--- src/rtl/soml_peak_detect_if.sv ---
// Sample stream in, peak report out, for soml_peak_detect.
// The driver (master) supplies start/samples/threshold; the detector (slave) returns status and result.
interface soml_peak_detect_if #(
    parameter int N   = 16,
    parameter int WIN = 64,
    parameter int CW  = $clog2(WIN)
);
    logic                 start;
    logic                 in_valid;
    logic signed [N-1:0]  in_r;
    logic signed [N-1:0]  in_i;
    logic [N:0]           thresh;
    logic                 busy;
    logic                 peak_valid;
    logic [CW-1:0]        peak_idx;
    logic [N:0]           peak_mag;
    logic                 peak_found;

    modport master (
        output start, in_valid, in_r, in_i, thresh,
        input  busy, peak_valid, peak_idx, peak_mag, peak_found
    );

    modport slave (
        input  start, in_valid, in_r, in_i, thresh,
        output busy, peak_valid, peak_idx, peak_mag, peak_found
    );
endinterface

--- src/rtl/soml_peak_detect.sv ---
// L1-magnitude peak search over a window of WIN valid complex samples.
// One register stage between acceptance and compare; result strobed for one cycle on return to idle.
module soml_peak_detect #(
    parameter int N   = 16,
    parameter int Q   = 8,
    parameter int WIN = 64
) (
    input  logic               clk,
    input  logic               rst,
    soml_peak_detect_if.slave  bus
);
    localparam int CW = $clog2(WIN);

    if (WIN < 2 || Q > N) begin : g_bad_param
        $error("soml_peak_detect: WIN must be >= 2 and Q <= N");
    end

    typedef enum logic [1:0] {IDLE, RUN, DRAIN, DONE} state_t;
    state_t state, state_nx;

    logic [CW-1:0]       cnt;
    logic [N:0]          thr_q;
    logic signed [N:0]   r_ext, i_ext;
    logic [N:0]          abs_r, abs_i, mag;
    logic [N:0]          s1_mag;
    logic [CW-1:0]       s1_idx;
    logic                s1_vld;
    logic [N:0]          pk_mag;
    logic [CW-1:0]       pk_idx;
    logic                pk_found;
    logic                pk_vld;
    logic                accept, last, upd, go;
    logic [N:0]          max_nx;

    // Sign-extend one bit first so |-2^(N-1)| is representable; the sum then tops out at 2^N.
    assign r_ext = {bus.in_r[N-1], bus.in_r};
    assign i_ext = {bus.in_i[N-1], bus.in_i};
    assign abs_r = r_ext[N] ? (~r_ext + 1'b1) : r_ext;
    assign abs_i = i_ext[N] ? (~i_ext + 1'b1) : i_ext;
    assign mag   = abs_r + abs_i;

    assign go     = (state == IDLE) && bus.start;
    assign accept = (state == RUN) && bus.in_valid;
    assign last   = accept && (cnt == CW'(WIN - 1));
    // Strict compare keeps the earliest index on ties.
    assign upd    = s1_vld && (s1_mag > pk_mag);
    assign max_nx = upd ? s1_mag : pk_mag;

    always_ff @(posedge clk or posedge rst) begin
        if (rst) state <= IDLE;
        else     state <= state_nx;
    end

    always_comb begin
        state_nx = state;
        case (state)
            IDLE:    if (bus.start) state_nx = RUN;
            RUN:     if (last)      state_nx = DRAIN;
            DRAIN:                  state_nx = DONE;
            DONE:                   state_nx = IDLE;
            default:                state_nx = IDLE;
        endcase
    end

    always_ff @(posedge clk or posedge rst) begin
        if (rst) begin
            s1_vld <= 1'b0;
            s1_mag <= '0;
            s1_idx <= '0;
        end else begin
            s1_vld <= accept;
            if (accept) begin
                s1_mag <= mag;
                s1_idx <= cnt;
            end
        end
    end

    always_ff @(posedge clk or posedge rst) begin
        if (rst) begin
            cnt      <= '0;
            thr_q    <= '0;
            pk_mag   <= '0;
            pk_idx   <= '0;
            pk_found <= 1'b0;
            pk_vld   <= 1'b0;
        end else begin
            pk_vld <= (state == DONE);
            if (go) begin
                cnt      <= '0;
                thr_q    <= bus.thresh;
                pk_mag   <= '0;
                pk_idx   <= '0;
                pk_found <= 1'b0;
            end else begin
                if (accept) cnt <= cnt + 1'b1;
                if (upd) begin
                    pk_mag <= s1_mag;
                    pk_idx <= s1_idx;
                end
                // DRAIN carries the last sample's compare, so max_nx is the final peak here.
                if (state == DRAIN) pk_found <= (max_nx >= thr_q);
            end
        end
    end

    assign bus.busy       = (state != IDLE);
    assign bus.peak_valid = pk_vld;
    assign bus.peak_idx   = pk_idx;
    assign bus.peak_mag   = pk_mag;
    assign bus.peak_found = pk_found;
endmodule

--- src/flat_wrapper.sv ---
// flat-port wrapper written by rule: the top's interface ports become plain ports
module soml_peak_detect_flat 
#(
    parameter int N   = 16,
    parameter int Q   = 8,
    parameter int WIN = 64
)
  (clk, rst, bus_start, bus_in_valid, bus_in_r, bus_in_i, bus_thresh, bus_busy, bus_peak_valid, bus_peak_idx, bus_peak_mag, bus_peak_found);
  soml_peak_detect_if #(.N(N), .WIN(WIN)) bus_i ();
  input  logic clk;
  input  logic rst;
  input wire logic [$bits(bus_i.start)-1:0] bus_start;
  input wire logic [$bits(bus_i.in_valid)-1:0] bus_in_valid;
  input wire logic [$bits(bus_i.in_r)-1:0] bus_in_r;
  input wire logic [$bits(bus_i.in_i)-1:0] bus_in_i;
  input wire logic [$bits(bus_i.thresh)-1:0] bus_thresh;
  output wire logic [$bits(bus_i.busy)-1:0] bus_busy;
  output wire logic [$bits(bus_i.peak_valid)-1:0] bus_peak_valid;
  output wire logic [$bits(bus_i.peak_idx)-1:0] bus_peak_idx;
  output wire logic [$bits(bus_i.peak_mag)-1:0] bus_peak_mag;
  output wire logic [$bits(bus_i.peak_found)-1:0] bus_peak_found;
  assign bus_i.start = bus_start;
  assign bus_i.in_valid = bus_in_valid;
  assign bus_i.in_r = bus_in_r;
  assign bus_i.in_i = bus_in_i;
  assign bus_i.thresh = bus_thresh;
  assign bus_busy = bus_i.busy;
  assign bus_peak_valid = bus_i.peak_valid;
  assign bus_peak_idx = bus_i.peak_idx;
  assign bus_peak_mag = bus_i.peak_mag;
  assign bus_peak_found = bus_i.peak_found;
  soml_peak_detect #(.N(N), .Q(Q), .WIN(WIN)) u_core (.clk(clk), .rst(rst), .bus(bus_i));
endmodule
--- config.mk ---
export PLATFORM = sky130hd
export DESIGN_NAME = soml_peak_detect_flat
export DESIGN_NICKNAME = d
export VERILOG_FILES = /design/src/rtl/soml_peak_detect_if.sv /design/src/rtl/soml_peak_detect.sv /design/src/flat_wrapper.sv
export SDC_FILE = /design/constraint.sdc
export NUM_CORES = 1
export LEC_CHECK = 0
export BUFFER_PORTS_ARGS = -buffer_cell sky130_fd_sc_hd__clkbuf_2
export CORE_MARGIN = 2
export CORE_UTILIZATION = 35
export DETAILED_ROUTE_END_ITERATION = 16
export GPL_ROUTABILITY_DRIVEN = 0
export PLACE_DENSITY_LB_ADDON = 0.2
export SYNTH_ARGS = -nofsm -noshare
export SYNTH_HDL_FRONTEND = slang
export SYNTH_SLANG_ARGS = --single-unit
--- constraint.sdc ---
create_clock -name clk -period 3.4 [get_ports clk]
set_input_delay 0.68 -clock clk [delete_from_list [all_inputs] [get_ports clk]]
set_output_delay 0.68 -clock clk [all_outputs]
set_load 0.01 [all_outputs]
# After elaboration in Yosys (flattened, before gate mapping)
# Cells that the tools add are included.
# Widths: inputs -> output; s select.
[word_totals]
reg_bits = 74
latchBits = 0
ram_bits = 0
romBits = 0
in_bits = 53
out_inout_bits = 26
elab_cells = 47
memories = 0
[op_classes]
add_sub_neg = 4
n_mul = 0
div = 0
magnitude_cmp = 2
n_eq_ne = 6
shifts = 0
muxes = 13
bitwise = 2
n_reduce_logical = 10
[op_table]
columns = ["op", "count"]
rows = [
  ["$mux 17", 4],
  ["$add 17x1->17 const B", 2],
  ["$not 17->17", 2],
  ["$mux 6", 4],
  ["$add 17x17->17", 1],
  ["$ge 17x17->1", 1],
  ["$gt 17x17->1", 1],
  ["$pmux 2 s4", 1],
  ["$reduce_bool 2->1", 4],
  ["$add 6x1->6 const B", 1],
  ["$eq 6x6->1 const B", 1],
  ["$eq 2x2->1 const B", 2],
  ["$logic_and 1x1->1", 4],
  ["$mux 2", 2],
  ["$eq 2x1->1 const B", 1],
  ["$logic_not 2->1", 1],
  ["$mux 1", 2],
  ["$ne 2x1->1 const B", 1],
  ["$ne 2x2->1 const B", 1],
  ["$reduce_and 2->1", 1],
]

# Depth between registers and ports, before layout
# Gate-level depths: netlist of run 1.
[depth]
depth_word = 6
depth_mapped = 17

# Worst setup path before layout of run 1
# OpenSTA, ideal clock, no wires.
[synth_timing]
path_kind = "register to register"
from = "register u_core.pk_mag[6], in the netlist u_core.bus.peak_mag[6]"
to = "register u_core.pk_found, in the netlist u_core.bus.peak_found"
setup_time_ns = 0.128
arrival_time_ns = 3.315
required_time_ns = 3.272
path_slack_ns = -0.042
stages_incl_launch_ff = 18
n_path_buf = 1
cell_sequence = "dfrtp_1 inv_1 ha_1 a21o_1 a21o_1 a21oi_1 a311oi_1 o31ai_1 buf_6 mux2_4 ha_1 nor2b_1 o21a_1 o21ai_0 a21boi_0 o21a_1 o2111ai_1 a21oi_1"
[synth_between]
elab_chain_len = 6
[synth_rtl]
columns = ["item", "line", "text"]
rows = [
  ["from (decl)", "soml_peak_detect.sv:28", "logic [N:0] pk_mag;"],
  ["from (signal assigned)", "soml_peak_detect.sv:98", "pk_mag <= s1_mag;"],
  ["$gt 17x17->1", "soml_peak_detect.sv:46", "assign upd = s1_vld && (s1_mag > pk_mag);"],
  ["$logic_and 1x1->1", "soml_peak_detect.sv:46", ""],
  ["$mux 17 *", "soml_peak_detect.sv:47", "assign max_nx = upd ? s1_mag : pk_mag;"],
  ["$ge 17x17->1 *", "soml_peak_detect.sv:102", "if (state == DRAIN) pk_found <= (max_nx >= thr_q);"],
  ["$mux 1 *", "soml_peak_detect.sv:102", ""],
  ["$mux 1 *", "soml_peak_detect.sv:89", "if (go) begin"],
  ["to (signal assigned)", "soml_peak_detect.sv:102", ""],
  ["to (decl)", "soml_peak_detect.sv:30", "logic pk_found;"],
]
# Every way passes the cells marked *; elsewhere a longest branch is shown, timed or not. The select of a mux whose other input is x is not followed.
# A chain may end at the register's enable or synchronous reset.

# Worst setup path in the final report of run 1
[layout_timing]
from = "register u_core.s1_mag[6]"
to = "register u_core.pk_found, in the netlist u_core.bus.peak_found"
[layout_between]
elab_chain_len = 6
[layout_rtl]
columns = ["item", "line", "text"]
rows = [
  ["from (decl)", "soml_peak_detect.sv:25", "logic [N:0] s1_mag;"],
  ["from (signal assigned)", "soml_peak_detect.sv:73", "s1_mag <= mag;"],
  ["$gt 17x17->1", "soml_peak_detect.sv:46", ""],
  ["$logic_and 1x1->1", "soml_peak_detect.sv:46", ""],
  ["$mux 17 *", "soml_peak_detect.sv:47", ""],
  ["$ge 17x17->1 *", "soml_peak_detect.sv:102", ""],
  ["$mux 1 *", "soml_peak_detect.sv:102", ""],
  ["$mux 1 *", "soml_peak_detect.sv:89", ""],
]
# Marks and branches as above.

==> results.txt, run 1 <==
RSZ-0062 raised after global routing: true
Rel. slew slack: 40.3%
Routed Antenna Nets: 0
Storage element area: 1850 um^2
Fillers: 1,411
Netlist cell types: 49
Die height: 125 um
Fin crit share: 101%
IO Pins: 79
Final Instance Area: 6490 um^2
DP Wirelength: 9690 um
Failing checks: negative setup slack
Synth top cells by count: nand2_1 (85), dfrtp_1 (74), ha_1 (58), inv_1 (50), xnor2_1 (30)
Power Total: 5.02 mW
Hold WS: 467 ps
Core area: 14,400 um^2
H-tree lvl count: 3
CP max-delay cell: dfrtp_1
Initial antenna violation count: 0
Setup TNS: -47.2 ps
Fin. Hold Viols: 0
Clock latency on the worst-skew pair: 340 ps
Clock root cell: clkbuf_16
DP Worst Slack: -131 ps
IO Port Bufs: 78
Area share of the largest cell type after synthesis: 36.2%
# DRC: 0
Drt first pass iters: 6
Synth area leaders: dfrtp_1 (36%), ha_1 (14%), nand2_1 (6.2%), xnor2_1 (5.1%), mux2_4 (4.7%)
FF+latch count, synth: 74
Slew Viols, Final: 0
Vias in the first global route: 4,287
Final worst setup slack: -47.2 ps
EDFF count, synth: 0
Initial drt markers: 152
Final setup viols: 1
Routed length per instance: 13.7 um
Run status: finished with violations
Die W: 125 um
Final design utilization: 45.0%
Syn Area/Cell: 9.05 um^2
Finished Layout Cells: 881
Post-route minimum period: 3450 ps
Ys flop type: dfrtp_1
Largest area contributor in the netlist: dfrtp_1
Nets: 804
# clock sinks: 74
Hold Buf Count CTS: 0
DR vias: 4,251
Fraction of registers with async set/reset: 100%
Cells after Synth: 565
Num rows: 44
Max FO, Critical Path: 5
CTS tree: built
Largest net degree at the start of global routing: 41
Leak pwr: 3.25 nW
Area of the multi-input gates: 3050 um^2
Clock buffer count from CTS: 9
Max-Cap Viols: 0
Required time of the critical path: 3610 ps
Crit path kind: reg2reg
First-pass GRT wire length: 20,300 um
Post-Place Cells: 864
Global-route usage over all layers: 15.9%
F_max: 290 MHz
Cell Pwr Density: 775 nW/um^2
Critical path data arrival time: 3660 ps
Worst path cell trace: ha_1 > a21o_1 > a21o_1 > a21oi_2 > a311oi_2 > buf_4 > o31ai_4 > buf_6 > mux2_4 > ha_4 > nor2b_1 > o21a_1 > o21ai_1 > a21boi_1 > o21a_1 > o2111ai_1 > a21oi_1
CTS clk-pin slew, worst paths: 60 ps
Hold WC Path Type: in2async
Peak VDD IR: 0.000243 V
Initial core utilization: 35.4%
R2R Path Start: u_core.s1_mag[6]
Sequential share of the synthesized area: 36.2%
Mapped Area: 5110 um^2
Most frequent cell after synthesis: nand2_1
Worst setup SP type: flip-flop
Drt total wl: 12,000 um
Grt ovf: 0
Clk buf depth: 2
Slew at the pin closest to its max-slew limit: 894 ps
Worst Skew: 8.15 ps
Ys Warns: 0
Synthesized Nets: 677
Critical Path End Type: flip-flop
Diodes inserted: 0
Max incr delay on CP: 380 ps
Vias/cell: 4.83
Die ar.: 15,600 um^2
Area Overhead vs Synth: 26.9%
DP Area: 6100 um^2
CP Launch Point: u_core.s1_mag[6]
Layout cell share with drive strength beyond 1: 25.3%
cells in the final DEF (no fill, tap or decap), drive strengths merged, types with 5 or more instances in the layout:
| master | instances |
|---|---|
| o21a | 7 |
| xnor2 | 30 |
| o21ai | 58 |
| nor2 | 21 |
| nand2 | 85 |
| nand4 | 7 |
| a21o | 9 |
| clkbuf | 90 |
| dfrtp | 74 |
| nor4 | 5 |
| o31ai | 8 |
| buf | 56 |
| nor3 | 5 |
| inv | 50 |
| nand2b | 7 |
| mux2 | 18 |
| nor2b | 5 |
| a21oi | 18 |
| xor2 | 10 |
| ha | 58 |
| nand3 | 9 |
| and2 | 18 |
| a211oi | 5 |
timing repair:
action                                  4_1_cts  5_1_grt
pin swaps                                     2        1
gates resized for setup                       3        5
setup buffers                                 1        0
endpoints found under the setup margin        1        3
worst paths after layout:
path	to	slack, ps	cells past startpoint
max	u_core.bus.peak_found	-50	17
min	u_core.s1_idx[0]	470	2
max reg2reg	u_core.bus.peak_found	-50	17
min reg2reg	u_core.s1_idx[2]	470	2
max in group asynchronous	u_core.s1_mag[5]	2240	3
min in group clk	u_core.s1_idx[2]	470	2
final cells by class:
type	count	area share (%)
multi-input cells	423	47.0
flip-flops and latches	74	28.5
repair buffers	134	12.8
clock buffers	12	4.11
well taps	184	3.55
inverters	50	2.89
clock inverters	4	1.12
worst max-delay path, delay by kind of cell (launching register included):
kind,cells,cell delay [ps]
compound gates,11,1650
fa+ha+maj,2,520
flops,1,380
buf+inv,2,320
mux,1,320
simple gates,1,130
power by group:
part / switching (mW) / internal, mW / total [mW]
combinational: 1.33 / 1.22 / 2.54
sequential: 0.207 / 1.22 / 1.42
clock: 0.357 / 0.701 / 1.06
total: 1.89 / 3.13 / 5.02
kinds of logic after synthesis:
group | share of synthesized area [%]
flops | 36.2
simple gates | 16.5
buf+inv | 5.31
compound gates | 15.2
mux | 5.34
xor+xnor | 6.85
fa+ha+maj | 14.6
state kept, by name, summed over array words and instances (netlist names):
name,cells
u_core.bus.peak_idx,6
u_core.cnt,6
u_core.thr_q,17
u_core.s1_mag,17
u_core.bus.peak_found,1
u_core.s1_idx,6
u_core.s1_vld,1
u_core.bus.peak_valid,1
u_core.bus.peak_mag,17
u_core.state,2
per-layer routing:
layer  part of all wire, %  GRT usage (%)
met1                    52           22.5
met2                    42           24.3
met3                   4.3           2.88
met4                   1.7           5.69
met5                     0              0
Power figures use the tool's default switching activity.
==> run 2, diff against run 1 <==
- SETUP_SLACK_MARGIN: unset -> 0.15
==> results.txt, run 2 (synthesis gave the netlist of run 1 again) <==
Crit path capture: u_core.bus.peak_found
Num rows: 44 (unchanged)
F_max: 287 MHz (-1.2%)
P_int: 3.14 mW (+0.12%)
Max-Cap Viols: 0 (unchanged)
Nets: 820 (+2.0%)
Worst path cell trace: inv_1 > ha_1 > nand4_1 > nor2_1 > o21bai_1 > a311oi_2 > buf_4 > o31ai_4 > buf_6 > mux2_4 > ha_4 > nor2b_4 > o21a_1 > o21ai_1 > a21boi_1 > o21a_1 > o2111ai_2 > a21oi_2
First-pass GRT wire length: 20,700 um (+1.8%)
Final setup viols: 1 (unchanged)
CP Launch Point: u_core.bus.peak_mag[4]
Vias/cell: 4.86 (+0.71%)
Worst setup SP type: flip-flop
Post-route minimum period: 3490 ps (+41.9 ps)
Setup TNS: -89.1 ps (-41.9 ps)
Grt ovf: 0 (unchanged)
Part of the power in the clock network: 16.6% (-4.5 points)
Largest net degree at the start of global routing: 35 (-15%)
Sequential share of power: 27.9% (-0.5 points)
Area of the multi-input gates: 3260 um^2 (+7.1%)
Die W: 125 um (unchanged)
Vias in the first global route: 4,378 (+2.1%)
# DRC: 0 (unchanged)
Sw frac: 38.9% (+1.3 points)
IO Port Bufs: 78 (unchanged)
H-tree lvl count: 3 (unchanged)
Reg-to-reg slack, setup: -90 ps (-40 ps)
Slew at the pin closest to its max-slew limit: 897 ps (+3.04 ps)
Initial drt markers: 181 (+19%)
Net Sw Power: 2.00 mW (+5.9%)
Most frequent cells in the layout: nand2_1 (85), clkbuf_2 (78), dfrtp_1 (74)
Core area: 14,400 um^2 (unchanged)
Diodes inserted: 0 (unchanged)
Worst-case reg-to-reg path depth: 18 (+1)
RSZ-0062 raised after global routing: true
CTS tree: built
DP Area: 6150 um^2 (+0.90%)
Drt first pass iters: 5 (-1)
Hold WC Path Type: in2async
Routed length per instance: 14.0 um (+2.5%)
Crit Reg-Reg Endpoint: u_core.bus.peak_found
Leak pwr: 3.34 nW (+2.9%)
Initial antenna violation count: 0 (unchanged)
Comb pwr share: 55.5% (+4.9 points)
Cell Pwr Density: 761 nW/um^2 (-1.7%)
Global-route usage over all layers: 16.1% (+0.23 points)
DR vias: 4,354 (+2.4%)
Storage element area: 1850 um^2 (unchanged)
Clock latency on the worst-skew pair: 330 ps (about the same)
Worst Skew: 7.45 ps (-0.701 ps)
Peak VDD IR: 0.000333 V (+37%)
Die height: 125 um (unchanged)
Commonest non-fill, non-tap cell in the layout: nand2_1
CTS clk-pin slew, worst paths: 60 ps (about the same)
Slew Viols, Final: 0 (unchanged)
Most common cell on crit path: o21a_1
Clock buffer count from CTS: 9 (unchanged)
Hold WS: 409 ps (-58.2 ps)
DP Wirelength: 9840 um (+1.5%)
Rel. slew slack: 40.1% (-0.20 points)
R2R Path Start: u_core.bus.peak_mag[4]
Failing checks: negative setup slack
Final Instance Area: 6750 um^2 (+4.1%)
Area Overhead vs Synth: 32.1%
Die ar.: 15,600 um^2 (unchanged)
Initial core utilization: 35.4% (unchanged)
Critical Path End Type: flip-flop
Max FO, Critical Path: 5 (unchanged)
Fin crit share: 103% (+1.2 points)
Crit path kind: reg2reg
Clk buf depth: 2 (unchanged)
Max incr delay on CP: 380 ps (about the same)
Run status: finished with violations
Clock root cell: clkbuf_16
Fin. Hold Viols: 0 (unchanged)
Drt total wl: 12,600 um (+4.2%)
Final worst setup slack: -89.1 ps (-41.9 ps)
Fillers: 1,377 (-2.4%)
# clock sinks: 74 (unchanged)
Required time of the critical path: 3610 ps (about the same)
CP max-delay cell: dfrtp_1
IO Pins: 79 (unchanged)
Final design utilization: 46.8% (+1.8 points)
Critical path data arrival time: 3700 ps (+40 ps)
Routed Antenna Nets: 0 (unchanged)
Layout cell share with drive strength beyond 1: 31.2% (+5.9 points)
run 2: changes by cell type in the layout (fill, tap and decap cells not counted), sizes merged:
| cell | previous run | this run |
|---|---|---|
| bufinv | 2 | 0 |
| clkbuf | 90 | 91 |
| clkinv | 1 | 2 |
| clkinvlp | 1 | 0 |
| buf | 56 | 72 |
run 2: how the worst min path moves through the flow:
stage / start / end / slack [ps] / cells past startpoint
2_1_floorplan: u_core.s1_idx[5] / u_core.s1_idx[5] / 450 / 2
5_1_grt: rst / u_core.state[1] / 470 / 2
4_1_cts: rst / u_core.bus.peak_idx[0] / 440 / 2
3_3_place_gp: u_core.s1_idx[5] / u_core.s1_idx[5] / 460 / 2
3_5_place_dp: u_core.s1_idx[5] / u_core.s1_idx[5] / 460 / 2
6_report: rst / u_core.thr_q[0] / 410 / 2
run 2: critical path: cells and delay by family, from the launching register on:
family,cells,cell delay [ps]
buffers and inverters,3,380
adders and majority gates,2,540
and+or+nand+nor,3,320
AOI/OAI and AO/OA,9,1450
DFF,1,380
muxes,1,320
run 2: routing by layer:
metal / routed length [um] / GRT usage, %
met5: 0 / 0
met4: 197 / 5.75
met3: 467 / 2.62
met2: 5590 / 24.8
met1: 6300 / 22.8
run 2: timing repair:
action	CTS	global route
endpoints found under the setup margin	1	6
hold endpoints to repair	0	0
setup buffers	3	5
gates resized for setup	17	31
hold buffers	0	0
pin swaps	12	19
run 2: cell type report:
class                   instances  area share (%)
clock buffers                  13            3.71
clock inverters                 2           0.204
inverters                      50            2.78
multi-input cells             423            48.3
flip-flops and latches         74            27.4
well taps                     184            3.41
repair buffers                150            14.1
run 2: power by group through the flow:
stage | Sequential [mW] | Clock, mW | Combinational, mW
after floorplan | 1.44 | 0 | 1.59
after global placement | 1.42 | 0 | 2.46
after detailed placement | 1.42 | 0 | 2.56
after CTS | 1.43 | 0.876 | 2.72
after global routing | 1.47 | 0.918 | 3.19
final | 1.43 | 0.854 | 2.85
run 2: stage by stage:
stage                     std cells  total power, mW  worst slack [ps]
after floorplan                 565             3.03              63.3
after global placement          873             3.88             -75.4
after detailed placement        873             3.98              -183
after CTS                       891             5.03             -35.0
after global routing            896             5.58              -213
final                           896             5.14             -89.1
==> run 3, diff against run 2 <==
- BUFFER_PORTS_ARGS: -buffer_cell sky130_fd_sc_hd__clkbuf_2 -> -buffer_cell sky130_fd_sc_hd__buf_2
==> results.txt, run 3 (synthesis gave the netlist of run 1 again) <==
Grt ovf: 0 (unchanged)
Peak VDD IR: 0.000254 V (-24%)
Rel. slew slack: 40.6% (+0.58 points)
F_max: 284 MHz (-0.75%)
Worst Skew: 8.21 ps (+0.756 ps)
Sequential share of power: 28.0% (about the same)
Leak pwr: 3.31 nW (-0.77%)
Crit path kind: reg2reg
Failing checks: negative setup slack
IO Port Bufs: 78 (unchanged)
Critical Path End Type: flip-flop
IO Pins: 79 (unchanged)
Max-Cap Viols: 0 (unchanged)
Largest net degree at the start of global routing: 40 (+14%)
DR vias: 4,267 (-2.0%)
Routed Antenna Nets: 0 (unchanged)
Critical path data arrival time: 3730 ps (+30 ps)
R2R Path Start: u_core.s1_mag[8]
Area Overhead vs Synth: 30.6%
Hold WS: 481 ps (+72.1 ps)
Area of the multi-input gates: 3190 um^2 (-2.2%)
First-pass GRT wire length: 20,200 um (-2.4%)
Slew Viols, Final: 0 (unchanged)
Vias in the first global route: 4,250 (-2.9%)
Core area: 14,400 um^2 (unchanged)
Fillers: 1,384 (+0.51%)
Hold WC Path Type: reg2reg
# clock sinks: 74 (unchanged)
Slew at the pin closest to its max-slew limit: 888 ps (-8.62 ps)
Num rows: 44 (unchanged)
DP Worst Slack: -186 ps (-3.19 ps)
Final setup viols: 1 (unchanged)
Initial antenna violation count: 0 (unchanged)
Commonest non-fill, non-tap cell in the layout: nand2_1
H-tree lvl count: 3 (unchanged)
Comb pwr share: 53.0% (-2.5 points)
Max FO, Critical Path: 7 (+2)
RSZ-0062 raised after global routing: true
Post-route minimum period: 3520 ps (+26.5 ps)
P_int: 3.16 mW (+0.67%)
Initial drt markers: 167 (-7.7%)
Global-route usage over all layers: 15.8% (-0.25 points)
Final Instance Area: 6680 um^2 (-1.1%)
Diodes inserted: 0 (unchanged)
Hold_sp: u_core.s1_idx[3]
Clock root cell: clkbuf_16
Cell Pwr Density: 767 nW/um^2 (+0.80%)
DP Area: 6160 um^2 (about the same)
Routed length per instance: 13.8 um (-1.3%)
Run status: finished with violations
CTS tree: built
CP Launch Point: u_core.s1_mag[8]
Vias/cell: 4.79 (-1.4%)
Die height: 125 um (unchanged)
CTS clk-pin slew, worst paths: 60 ps (about the same)
Drt first pass iters: 4 (-1)
Storage element area: 1850 um^2 (unchanged)
Initial core utilization: 35.4% (unchanged)
DP Wirelength: 9680 um (-1.6%)
Clock buffer count from CTS: 9 (unchanged)
Layout cell share with drive strength beyond 1: 29.4% (-1.8 points)
Die W: 125 um (unchanged)
Final worst setup slack: -116 ps (-26.5 ps)
Post-Place Cells: 870 (-0.34%)
Power Total: 5.12 mW (-0.30%)
Fin crit share: 103% (+0.78 points)
Worst setup SP type: flip-flop
Clk buf depth: 2 (unchanged)
Die ar.: 15,600 um^2 (unchanged)
Nets: 814 (-0.73%)
Hold Buf Count CTS: 0 (unchanged)
# DRC: 0 (unchanged)
Fin. Hold Viols: 0 (unchanged)
Clock latency on the worst-skew pair: 340 ps (about the same)
Most frequent cells in the layout: nand2_1 (84), buf_2 (78), dfrtp_1 (74)
Net Sw Power: 1.96 mW (-1.8%)
Part of the power in the clock network: 19.0% (+2.4 points)
Finished Layout Cells: 891 (-0.56%)
Sw frac: 38.3% (-0.60 points)
Required time of the critical path: 3620 ps (about the same)
Drt total wl: 12,300 um (-1.9%)
==> run 3: changes by cell type in the layout (fill, tap and decap cells not counted), moves of 2 or more <==
cell / delta
a21oi_1: +2
a21oi_2: -2
buf_2: +78
buf_4: -4
buf_6: -3
clkbuf_1: -2
clkbuf_2: -78
clkinvlp_4: +2
nor4_1: +2
nor4_2: -2
==> run 3: repair_timing <==
item | 4_1_cts | 5_1_grt
resized for setup | 5 | 29
pin swaps | 12 | 24
buffers inserted | 4 | 1
setup endpoints to repair | 1 | 6
==> run 3: power by group through the flow <==
stage | Combinational [mW] | Clock, mW | Sequential [mW]
after global placement | 2.46 | 0 | 1.42
after floorplan | 1.59 | 0 | 1.44
after global routing | 3.05 | 1.04 | 1.47
after detailed placement | 2.55 | 0 | 1.43
after CTS | 2.64 | 0.997 | 1.42
final | 2.72 | 0.975 | 1.43
==> run 3: path summary, 6_finish.rpt <==
| path | to | slack (ps) | cells after the start |
|---|---|---|---|
| worst max-delay path | u_core.bus.peak_found | -120 | 16 |
| max in group asynchronous | u_core.bus.peak_mag[12] | 2220 | 3 |
| worst min-delay path | u_core.s1_idx[3] | 480 | 2 |
| worst min register to register | u_core.s1_idx[3] | 480 | 2 |
| worst max register to register | u_core.bus.peak_found | -120 | 16 |
| min in group asynchronous | u_core.bus.peak_mag[2] | 510 | 2 |
==> run 3: layer usage <==
metal	up-vias	routed length, um	track usage (%)
met1	1945	6090	21.9
met3	16	522	3.48
met2	83	5520	24.9
met5	-	0	0
li1	2223	-	-
met4	0	183	4.77
==> run 3: final cells by class <==
type	instances	share of cell area (%)
Multi-Input combinational cell	423	47.8
Sequential cell	74	27.7
Timing Repair Buffer	144	13.6
Clock buffer	12	3.84
Tap cell	184	3.45
Inverter	50	2.81
Clock inverter	4	0.749
==> run 3: worst max-delay path: stages (launching register included) <==
cell and delay [ps]:
dfrtp_1 420, ha_4 300, nand4_1 120, or3b_4 400
a311oi_2 270, buf_4 170, o31ai_4 60, buf_12 160
mux2_4 320, ha_4 210, nor2b_1 120, o21a_1 160
o21ai_1 130, a21boi_1 70, o21a_1 210, o2111ai_2 170
a21oi_1 90
==> run 3: through the flow <==
stage	utilization [%]	setup TNS, ps
finish	46.3	-116
global route	46.3	-235
CTS	45.2	-84.9
detailed placement	42.7	-606
global placement	42.7	-282
floorplan	-	0
